$ cat config.mk
export PLATFORM = sky130hd
export DESIGN_NAME = counter2_ctrl
export DESIGN_NICKNAME = d
export VERILOG_FILES = /design/src/rtl/counter2_ctrl.sv
export SDC_FILE = /design/constraint.sdc
export NUM_CORES = 1
export LEC_CHECK = 0
export CAP_MARGIN = 20
export CORE_MARGIN = 1.5
export CORE_UTILIZATION = 25
export DETAILED_ROUTE_END_ITERATION = 16
export PLACE_DENSITY_LB_ADDON = 0.25
export RECOVER_POWER = 50
export SLEW_MARGIN = 0
export SYNTH_ARGS = -nofsm -noshare
export SYNTH_HDL_FRONTEND = slang
export SYNTH_SLANG_ARGS = --single-unit
$ cat constraint.sdc
create_clock -name clk -period 1.4 [get_ports clk]
set_input_delay 0.14 -clock clk [delete_from_list [all_inputs] [get_ports clk]]
set_output_delay 0.14 -clock clk [all_outputs]
set_load 0.02 [all_outputs]
$ cat src/rtl/counter2_ctrl.sv
// counter2_ctrl: config handshake, prescaler and run control for an 8-bit loadable counter.
// Optional auto-reload path is compiled in when COUNTER2_CTRL_AUTORELOAD_EN is defined.
module counter2_ctrl #(
    parameter int WIDTH = 8,
    parameter int DIV_W = 8
) (
    input  logic             clk,
    input  logic             rst,
    input  logic             cfg_valid,
    output logic             cfg_ready,
    input  logic [WIDTH-1:0] cfg_data,
    input  logic [DIV_W-1:0] cfg_div,
    input  logic             cfg_auto,
    input  logic             start,
    input  logic             stop,
    output logic [WIDTH-1:0] data,
    output logic             load,
    output logic             cin,
    input  logic             cout,
    output logic             done,
    output logic             running
);

    localparam logic [1:0] S_IDLE  = 2'd0;
    localparam logic [1:0] S_LOAD  = 2'd1;
    localparam logic [1:0] S_ARMED = 2'd2;
    localparam logic [1:0] S_RUN   = 2'd3;

    logic [1:0]       r_state;
    logic [1:0]       w_state_nxt;
    logic [DIV_W-1:0] r_p;
    logic [DIV_W-1:0] w_p_nxt;
    logic [DIV_W-1:0] r_div;
    logic [WIDTH-1:0] r_data;
    logic             r_done;
    logic             w_accept;
    logic             w_tick;
    logic             w_term;
    logic             w_auto;

    assign w_accept = (r_state == S_IDLE) && cfg_valid;
    // stop suppresses a tick that lands in the same cycle
    assign w_tick   = (r_state == S_RUN) && (r_p == r_div);
    assign w_term   = cin && cout;

`ifdef COUNTER2_CTRL_AUTORELOAD_EN
    logic r_auto;

    // Auto-reload mode flag, captured with each accepted config.
    always_ff @(posedge clk or posedge rst) begin
        if (rst) begin
            r_auto <= 1'b0;
        end else if (w_accept) begin
            r_auto <= cfg_auto;
        end else begin
            r_auto <= r_auto;
        end
    end

    assign w_auto = r_auto;
    // Reload at terminal count replaces the wrap; the counter's load does not feed cout.
    assign load   = (r_state == S_LOAD) || (w_term && r_auto);
`else
    logic w_cfg_auto_unused;

    assign w_cfg_auto_unused = cfg_auto;
    assign w_auto            = 1'b0;
    assign load              = (r_state == S_LOAD);
`endif

    assign cfg_ready = (r_state == S_IDLE);
    assign cin       = w_tick && !stop;
    assign running   = (r_state == S_RUN);
    assign data      = r_data;
    assign done      = r_done;

    // Next-state and prescaler update.
    always_comb begin
        w_state_nxt = r_state;
        w_p_nxt     = {DIV_W{1'b0}};
        case (r_state)
            S_IDLE: begin
                if (cfg_valid) begin
                    w_state_nxt = S_LOAD;
                end else begin
                    w_state_nxt = S_IDLE;
                end
            end
            S_LOAD: begin
                w_state_nxt = S_ARMED;
            end
            S_ARMED: begin
                if (start && !stop) begin
                    w_state_nxt = S_RUN;
                end else begin
                    w_state_nxt = S_ARMED;
                end
            end
            S_RUN: begin
                if (stop) begin
                    w_state_nxt = S_ARMED;
                end else if (w_term && !w_auto) begin
                    w_state_nxt = S_IDLE;
                end else begin
                    w_state_nxt = S_RUN;
                end
                if (stop || w_tick) begin
                    w_p_nxt = {DIV_W{1'b0}};
                end else begin
                    w_p_nxt = r_p + DIV_W'(1);
                end
            end
            default: begin
                w_state_nxt = S_IDLE;
                w_p_nxt     = {DIV_W{1'b0}};
            end
        endcase
    end

    // State, prescaler and done pulse registers.
    always_ff @(posedge clk or posedge rst) begin
        if (rst) begin
            r_state <= S_IDLE;
            r_p     <= {DIV_W{1'b0}};
            r_done  <= 1'b0;
        end else begin
            r_state <= w_state_nxt;
            r_p     <= w_p_nxt;
            r_done  <= w_term;
        end
    end

    // Reload value and divider, captured on the config handshake.
    always_ff @(posedge clk or posedge rst) begin
        if (rst) begin
            r_data <= {WIDTH{1'b0}};
            r_div  <= {DIV_W{1'b0}};
        end else if (w_accept) begin
            r_data <= cfg_data;
            r_div  <= cfg_div;
        end else begin
            r_data <= r_data;
            r_div  <= r_div;
        end
    end

endmodule

==> metrics.cfg <==
[power]
p_leak_nw = 0.978
switchingPower_mw = 0.902
power_density_mw_per_mm2 = 1460
seqPwrFrac = 0.407
p_clk_frac = 0.151
ir_drop_uv = 437
power.internal_mw = 1.98
p_sw_frac = 0.314
combPwrFrac = 0.441

[floorplan]
fp-row-count = 25
core-area_mm2 = 0.00472
boundaryPins = 36
die_y_um = 73.2
die-width_um = 73.2
die-area_mm2 = 0.00536
initial_utilization = 0.261

[layout]
multi_input_area_um2 = 584
layout_commonest_cell = dfrtp_1
finish.net_count = 180
final_util = 0.417
final_cell_mix = dfrtp_1, clkdlybuf4s50_1, buf_4
area.growth.synth_to_final_pct = 59.7
n_fill_cell = 457
seqCellArea_um2 = 676
num_antenna_cells = 0
drive_gt1_frac = 0.381

[logic_synthesis]
syn-num-nets = 118
postSynthCellCount = 94
ys_types = 25
ys_seq_area_frac = 0.548
synth_area_per_cell_um2 = 13.1
synth_warnings = 0
synth.ff_latch_count = 27
synth.area.top_cells = dfrtp_1, mux2_4, xnor2_1
synth_top_area_cell = dfrtp_1
synth_top_area_frac = 0.548
synth_area_mm2 = 0.00123

[critical_path]
cp.arrival_ns = 1.39
critPathMaxFanout = 2
worstSetupEndpointType = primary output
start_kind = flip-flop
crit_required_ns = 1.26
crit_type = flip-flop to primary output

[global_route]
grt_pass1_vias = 952
grtUsageTotal = 0.108
grt_antenna_before_repair = 0
grt_first_pass_wirelength_um = 4370
grt_start_max_net_pins = 28
overflow = 0

[timing]
slew_headroom = 0.565
finalSetupTns_ns = -0.135
hold_viol = 0
rsz0062_at_grt = yes
finClkSkew_ns = 0.00601
finalWorstSetupSlack_ns = -0.135
setup_viol = 1
fmax_ghz = 0.652
worstMarginPinSlew_ns = 0.653
slew_viol_final = 0
fin_crit_sh = 1.10
layout_min_cycle_time_ns = 1.53
holdWs_ns = 0.463

[cts]
htree_levels = 1
clk_latency_ns = 0.27
cts_buffer_depth = 2
cts_hold_buffers = 0
cts-root-buf = clkbuf_8
cts_tree = built
numCtsBuffers = 3
cts_sinks = 27
clk_pin_slew_worst_paths_ns = 0.09

[detailed_routing]
drt_iter0_drc = 19
maxUsedRoutingLayer = met4
drc = 0
routed_via_density = 4.02
wl_met3_um = 137
postRouteAntennaNets = 0
drtPass1Iterations = 3
routed_wl_um = 2700
wl_met2_um = 1380
vias = 892
wl_met1_um = 1150
routedWlPerCell_um = 12.2

[place]
post-dp-hpwl_um = 1970
io_buffers = 34
gp_congestion = 0.708

[outcome]
status = finished with violations
violations = setup timing

[flow_run]
cap_violations = 0

[worst_hold_path]
hp-class = input pin to flip-flop

-- stage by stage --
step           setup slack (ns)  power [mW]  cells  instance area, um2
3_5_place_dp             -0.328        2.36    212                1800
3_3_place_gp             -0.302        2.34    212                1800
6_report                 -0.135        2.88    222                1970
5_1_grt                  -0.250        3.06    222                1970
2_1_floorplan           -0.0474        1.83     94                1250
4_1_cts                  -0.129        3.01    224                1980
-- final timing paths --
path                                 startpoint                   to  slack, ns  cells past startpoint
max in group asynchronous                   rst     r_p[0]$_DFF_PP0_       0.51                      3
setup reg to reg           r_state[0]$_DFF_PP0_  data[6]$_DFFE_PP0P_          0                      5
setup / recovery               r_p[6]$_DFF_PP0_                  cin      -0.13                      4
hold reg to reg             data[2]$_DFFE_PP0P_  data[2]$_DFFE_PP0P_       0.51                      1
hold / removal                             cout       done$_DFF_PP0_       0.46                      3
min in group asynchronous                   rst  data[3]$_DFFE_PP0P_       0.47                      3
-- cells by family after synthesis --
logic type / count (synthesis) / synth area share
compound gates: 3 / 0.0183
simple gates: 30 / 0.134
mux: 16 / 0.173
xor+xnor: 13 / 0.0923
flops: 27 / 0.548
fa+ha+maj: 1 / 0.0101
buf+inv: 4 / 0.0243
-- layout make-up --
cell class / count / share of cell area
inverters: 2 / 0.00381
repair buffers: 59 / 0.291
clock inverters: 1 / 0.00254
multi-input cells: 63 / 0.297
clock buffers: 3 / 0.0210
flip-flops and latches: 27 / 0.343
well taps: 67 / 0.0425
-- per-layer routing --
metal | up-vias | GRT usage
li1 | 438 | -
met1 | 429 | 0.133
met2 | 21 | 0.186
met3 | 4 | 0.0262
met4 | 0 | 0.0314
met5 | - | 0
-- registers in the layout, summed over array words and instances, names as in the netlist --
register  cells
r_div         8
r_state       2
done          1
r_p           8
data          8
-- cells in the mapped netlist (all sizes together) --
cell type   n
a21oi       1
and2        2
and3        1
and3b       1
buf         2
dfrtp      27
ha          1
inv         2
mux2       16
nand2       3
nand3       3
nand4       2
nor2       13
nor2b       1
nor3        1
nor3b       2
o21ai       2
or3         1
xnor2      11
xor2        2
-- critical path, cell delays in order, from the launching register on --
cell and delay, ns:
dfrtp_1 0.40, xnor2_1 0.18, nand4_1 0.17, nor3b_2 0.21, buf_4 0.16
-- what timing repair did --
action | CTS | global route
cloned | 1 | 0
resized for setup | 26 | 17
endpoints found under the setup margin | 16 | 39
pin swaps | 14 | 6
hold endpoints to repair | 0 | 0
setup buffers | 8 | 2
-- power groups by stage --
stage               logic [mW]  registers (mW)  clock network [mW]
floorplan                0.524            1.31                   0
global placement          1.16            1.18                   0
detailed placement        1.17            1.19                   0
CTS                       1.37            1.18               0.460
global route              1.36            1.20               0.497
finish                    1.27            1.17               0.436
No activity file was read; power rests on OpenSTA's default activity.
